==> config.mk <==
export PLATFORM = sky130hd
export DESIGN_NAME = switch_event_scheduler
export DESIGN_NICKNAME = d
export VERILOG_FILES = /design/src/rtl/switch_event_scheduler.sv
export SDC_FILE = /design/constraint.sdc
export NUM_CORES = 1
export LEC_CHECK = 0
export ABC_CLOCK_PERIOD_IN_PS = 2500
export BUFFER_PORTS_ARGS = -buffer_cell sky130_fd_sc_hd__buf_2
export CORE_MARGIN = 1.5
export CORE_UTILIZATION = 53
export CTS_BUF_LIST = sky130_fd_sc_hd__clkbuf_16
export CTS_CLUSTER_SIZE = 8
export DETAILED_ROUTE_END_ITERATION = 16
export PLACE_DENSITY = 0.75
export SYNTH_ARGS = -nofsm -noshare
export SYNTH_HDL_FRONTEND = slang
export SYNTH_SLANG_ARGS = --single-unit
export TNS_END_PERCENT = 5
==> constraint.sdc <==
create_clock -name CLK50MHZ -period 2.5 [get_ports CLK50MHZ]
set_input_delay 0.125 -clock CLK50MHZ [delete_from_list [all_inputs] [get_ports CLK50MHZ]]
set_output_delay 0.125 -clock CLK50MHZ [all_outputs]
set_load 0.05 [all_outputs]
==> src/rtl/switch_event_scheduler.sv <==
// Sticky per-channel event collector with round-robin delivery over valid/ready.
// A programmable idle gap separates consecutive deliveries; merged events are counted.
module switch_event_scheduler #(
    parameter int unsigned HOLDOFF = 2,
    parameter int unsigned CNT_W   = 8
) (
    input  logic             CLK50MHZ,
    input  logic             RST,
    input  logic [3:0]       ev_in,
    input  logic [3:0]       sw_level,
    output logic             ev_valid,
    input  logic             ev_ready,
    output logic [1:0]       ev_idx,
    output logic             ev_level,
    output logic [3:0]       ev_pending,
    output logic [CNT_W-1:0] overflow_cnt
);

    localparam int unsigned GAP_W = (HOLDOFF > 1) ? $clog2(HOLDOFF) : 1;
    localparam logic [GAP_W-1:0] GAP_LOAD = GAP_W'((HOLDOFF > 0) ? HOLDOFF - 1 : 0);

    localparam logic [1:0] StIdle  = 2'd0;
    localparam logic [1:0] StOffer = 2'd1;
    localparam logic [1:0] StGap   = 2'd2;

    logic [1:0]       state_q, state_d;
    logic [3:0]       pend_q, pend_d;
    logic [3:0]       lvl_q, lvl_d;
    logic [1:0]       last_q, last_d;
    logic [GAP_W-1:0] gap_q, gap_d;
    logic             valid_q, valid_d;
    logic [1:0]       idx_q, idx_d;
    logic             level_q, level_d;
    logic [CNT_W-1:0] ovf_q, ovf_d;

    logic [1:0] sel;
    logic       grant;
    logic       handshake;
    logic [3:0] clr;
    logic       ovf_hit;

    // Round-robin pick: scan from farthest to nearest so the nearest set bit wins.
    always_comb begin
        logic [1:0] cand;
        sel = last_q + 2'd1;
        for (int k = 4; k >= 1; k--) begin
            cand = last_q + 2'(k);
            if (pend_q[cand]) begin
                sel = cand;
            end
        end
    end

    assign grant     = (state_q == StIdle) && (|pend_q);
    assign handshake = (state_q == StOffer) && ev_ready;
    assign clr       = grant ? (4'b0001 << sel) : 4'b0000;
    // A fresh capture on the channel being granted is not a merge.
    assign ovf_hit   = |(ev_in & pend_q & ~clr);

    always_comb begin
        state_d = state_q;
        last_d  = last_q;
        gap_d   = gap_q;
        valid_d = valid_q;
        idx_d   = idx_q;
        level_d = level_q;
        ovf_d   = ovf_q;

        pend_d = (pend_q & ~clr) | ev_in;
        lvl_d  = (lvl_q & ~ev_in) | (sw_level & ev_in);

        if (ovf_hit && (ovf_q != {CNT_W{1'b1}})) begin
            ovf_d = ovf_q + CNT_W'(1);
        end

        case (state_q)
            StIdle: begin
                if (grant) begin
                    idx_d   = sel;
                    level_d = lvl_q[sel];
                    last_d  = sel;
                    valid_d = 1'b1;
                    state_d = StOffer;
                end
            end
            StOffer: begin
                if (handshake) begin
                    valid_d = 1'b0;
                    if (HOLDOFF > 0) begin
                        gap_d   = GAP_LOAD;
                        state_d = StGap;
                    end else begin
                        state_d = StIdle;
                    end
                end
            end
            StGap: begin
                if (gap_q == '0) begin
                    state_d = StIdle;
                end else begin
                    gap_d = gap_q - GAP_W'(1);
                end
            end
            default: begin
                valid_d = 1'b0;
                state_d = StIdle;
            end
        endcase
    end

    always_ff @(posedge CLK50MHZ or posedge RST) begin
        if (RST) begin
            state_q <= StIdle;
            pend_q  <= 4'b0000;
            lvl_q   <= 4'b0000;
            last_q  <= 2'd3;
            gap_q   <= '0;
            valid_q <= 1'b0;
            idx_q   <= 2'd0;
            level_q <= 1'b0;
            ovf_q   <= '0;
        end else begin
            state_q <= state_d;
            pend_q  <= pend_d;
            lvl_q   <= lvl_d;
            last_q  <= last_d;
            gap_q   <= gap_d;
            valid_q <= valid_d;
            idx_q   <= idx_d;
            level_q <= level_d;
            ovf_q   <= ovf_d;
        end
    end

    assign ev_valid     = valid_q;
    assign ev_idx       = idx_q;
    assign ev_level     = level_q;
    assign ev_pending   = pend_q;
    assign overflow_cnt = ovf_q;

endmodule

# Word-level counts from Yosys, hierarchy flattened
# Index checks and enable logic that the tools add are counted.
# totals
regBits	25
inputBits	11
out_inout_bits	16
word_cells	72
# op_classes
add_sub_neg	5
order_cmp	5
eq_ne	6
shift	1
muxes	25
n_bitwise	10
reduce_logical	11
# op_table
operator	n
bitwise AND 4 bit	5
< comparator 2 x 3 -> 1 bit (second input constant)	5
two-way mux 2 bit	7
binary-select mux 1 bit (select 2 bit)	5
two-way mux 1 bit	9
adder 8 x 1 -> 8 bit (second input constant)	1
inequality test 8 bit (second input constant)	1
NOT 4 bit	2
OR 4 bit	2
OR reduction 4 bit	2
inequality test 2 bit (second input constant)	3
case mux 2 bit (3 select lines)	1
AND reduction 3 bit	2
adder 2 bit (second input constant)	2
two-way mux 4 bit	1
AND reduction 2 bit	2
left shift 1 x 2 -> 4 bit (first input constant)	1
logical AND 1 bit	3
case mux 1 bit (3 select lines)	1
adder 2 x 1 -> 2 bit (second input constant)	1
equality test 2 x 1 -> 1 bit (second input constant)	1
equality test 2 bit (second input constant)	1
zero test 2 bit	1
case mux 1 bit (2 select lines)	1
3 further kinds	3

# Depth between registers and ports, before layout
# depth
word_depth	12
mapped_depth	8

# Worst setup path before layout
# OpenSTA, ideal clock, no wires.
# synth_path
path_type	reg2reg
start	register pend_q[3] (netlist: ev_pending[3])
end	register ovf_q[1] (netlist: overflow_cnt[1])
setup_ps	125
arrival_ps	2239
required_time_ps	2375
slack_ps	136
path_stages_with_launch	9
synth_period_minus_slack_ps	2364
cell_sequence	dfrtp_1 buf_2 nor4_2 nor3_2 buf_2 o21ai_1 a221oi_4 a31oi_2 mux2_4
# synth_between
elab_chain_cells	12
# synth_lines
element	line	rtl
start, declared	27	logic [3:0] pend_q, pend_d;
start signal, assigned	124	pend_q <= pend_d;
binary-select mux 1 bit (select 2 bit)	48	if (pend_q[cand]) begin
two-way mux 1 bit (not written as such)	48	
two-way mux 2 bit (4 in series)	48	
left shift 1 x 2 -> 4 bit	56	assign clr = grant ? (4'b0001 << sel) : 4'b0000;
two-way mux 4 bit	56	
NOT 4 bit	58	assign ovf_hit = |(ev_in & pend_q & ~clr);
bitwise AND 4 bit (*)	58	
OR reduction 4 bit (*)	58	
logical AND 1 bit (*)	72	if (ovf_hit && (ovf_q != {CNT_W{1'b1}})) begin
end signal, assigned	131	ovf_q <= ovf_d;
end, declared	34	logic [CNT_W-1:0] ovf_q, ovf_d;
# Every way passes the cells marked *; elsewhere a longest branch is shown, timed or not. The select of a mux whose other input is x is not followed.
# A chain may end at the register's enable or synchronous reset.

# Worst setup path in the final report
# layout_path
start	register last_q[1]
end	register ovf_q[7] (netlist: overflow_cnt[7])
# layout_between
elab_chain_cells	12
# layout_lines
element	line	rtl
start, declared	29	logic [1:0] last_q, last_d;
start signal, assigned	126	last_q <= last_d;
adder 2 bit / binary-select mux 1 bit (select 2 bit) (equally long branches)	47, 48	
binary-select mux 1 bit (select 2 bit) / two-way mux 1 bit (equally long branches)	48	
two-way mux 1 bit (not written as such) / two-way mux 2 bit (equally long branches)	48	
two-way mux 2 bit (2 in series)	48	
two-way mux 2 bit (*)	48	
left shift 1 x 2 -> 4 bit (*)	56	
two-way mux 4 bit (*)	56	
NOT 4 bit (*)	58	
bitwise AND 4 bit (*)	58	
OR reduction 4 bit (*)	58	
logical AND 1 bit (*)	72	
# Marked as above.

==> reports/qor.yml <==
status: "finished clean"
netlist_area_um2: 1350
fmaxAchievable_mhz: 438
nNetsFinal: 166
drive_gt1_share_pct: 32.7
rsz0062_at_grt: "false"
synth.distinct_cells: 47
synth_nets: 134
antenna_found_initial: 0
wl_met2_um: 1340
period_minus_slack_ns: 2.28
groute.usage.overall_pct: 20.6
crit_fanout: 8
first_pass_iters: 4
required_ns: 2.64
avgSynthCellArea_um2: 11.1
cts_buffer_depth: 2
cts_tree: "built"
area_growth_pct: 18.9
postSynthCellCount: 122
grt_max_degree: 26
viasPerCell: 5.85
num_io_pins: 27
cts-resized-gates: 0
fp.dieW_um: 53.4
critPathCaptureType: "flop"
grt_pass1_vias: 961
reg2regPathDepth: 6
ys_seq_elements: 25
cts.sinks: 25
row_count: 18
period_share_pct: 91.4
cts-root-buf: "clkbuf_16"
seq_area_frac_synth_pct: 46.6
yosysWarnings: 0
route.layer.met1.wl_um: 1210
tightest_slew_ns: 0.940
routed_wirelength_um: 2680
crit_arrival_ns: 2.42
synth_edf_count: 0
die_h_um: 53.4
dp_hpwl_um: 2020
met3_length_um: 91
setup_tns_ns: 0
drtIter0Drc: 37
layout_commonest_cell: "buf_2"
coreArea_um2: 2430
cts_setup_buffers: 0
wl_per_cell_um: 14.6
fillers: 204
final_cell_mix: "buf_2 (26), dfrtp_1 (23), nand2_1 (10)"
path_clk_slew_ns: 0.06
yosys_most_used_dff: "dfrtp_1"
hold_buffers: 0
multi_input_area_um2: 688
cp-start-kind: "flop"
drv_cap: 0
gr-total-overflow: 0
crit_type: "reg -> reg"
cts_made_buffers: 3
slew_headroom_pct: 37.3
clk_latency_ns: 0.25
async_reset_ff_share_pct: 100
hold_violations: 0
initial_utilization_pct: 55.5
dr_total_vias: 1070
dr.max_layer_used: "met4"
drt_drc_violations_left: 0
htreeDepth: 1
finalClockSkew_ns: 0.00214
antenna_cells: 0
grt_pass1_wl_um: 4260
worstHoldPathType: "in -> async"
slew_violations: 0
finalSetupViolCount: 0
place.port_buffers: 26
postRouteAntennaNets: 0
die_area_um2: 2860
ff_latch_area_um2: 628
globalplace.congestion: 0.923
[per-layer routing]
| layer | vias to the layer above | GRT usage (%) |
|---|---|---|
| met5 | - | 0 |
| met4 | 0 | 6.84 |
| met3 | 4 | 2.54 |
| met2 | 26 | 34.6 |
| met1 | 520 | 27.3 |
| li1 | 520 | - |
[layout make-up]
cell class                      instances  share of cell area (%)
Timing Repair Buffer                   30                    9.98
Multi-Input combinational cell         91                    42.9
Sequential cell                        25                    39.2
Inverter                                3                   0.702
Clock inverter                          1                   0.234
Clock buffer                            3                    4.68
Tap cell                               30                    2.34
[final timing paths]
check	startpoint	to	slack (ns)
min	RST	gap_q$_DFFE_PP0P_	0.07
max	last_q[1]$_DFFE_PP1P_	overflow_cnt[7]$_DFFE_PP0P_	0.22
max in group asynchronous	RST	ev_pending[1]$_DFF_PP0_	1.85
min in group CLK50MHZ	ev_in[0]	ev_pending[0]$_DFF_PP0_	0.10
max reg2reg	last_q[1]$_DFFE_PP1P_	overflow_cnt[7]$_DFFE_PP0P_	0.22
min reg2reg	ev_idx[0]$_DFFE_PP0P_	ev_idx[0]$_DFFE_PP0P_	0.49
[worst max-delay path, stage by stage, from the launching register on]
cell      delay, ns
dfstp_2        0.58
and2b_1        0.20
a22oi_1        0.21
o21a_1         0.34
a221oi_4       0.16
a311oi_1       0.32
mux2_1         0.35
[Yosys cell counts (2+ instances only)]
cell type   n  area (um^2)
nand4_1     4         25.0
mux2_1      2         22.5
nor2b_1     2         12.5
o21ai_0     5         25.0
a31oi_1     2         12.5
xor2_1      2         17.5
dfstp_2     2         52.6
o311ai_1    2         17.5
mux2i_1     4         40.0
mux2_2      5         56.3
o21a_1      5         37.5
a21oi_1     5         25.0
nand2b_1    5         31.3
a21o_1      2         15.0
o21bai_1    2         15.0
nor2_1      3         11.3
nand2_1    10         37.5
nand3_1     2         10.0
or3_1       2         12.5
buf_2       2         10.0
a2bb2oi_1   2         17.5
inv_1       3         11.3
dfrtp_1    23          576
o22ai_1     2         12.5
and2_1      2         12.5
[through the flow]
stage                     cell area, um^2  std cells  utilization, %  hold WS [ns]  worst slack, ns
after detailed placement             1530        179            62.7         0.363            0.225
after CTS                            1600        183            65.9         0.101            0.209
after floorplan                      1350        122               -         0.151            0.136
after global routing                 1600        183            65.9         0.102           0.0653
final                                1600        183            65.9        0.0743            0.216
after global placement               1530        179            62.7         0.352            0.282
[kinds of logic after synthesis]
kind of cell    count (synthesis)  synth area share (%)
mux                            12                  9.93
compound gates                 37                  21.9
flops                          25                  46.6
xor+xnor                        2                  1.30
buf+inv                         6                  2.41
fa+ha+maj                       1                 0.927
simple gates                   39                  17.0
Power is left out: the tool's default activity adds up to more than one toggle a clock period on the data nets, which glitch-free logic cannot reach.
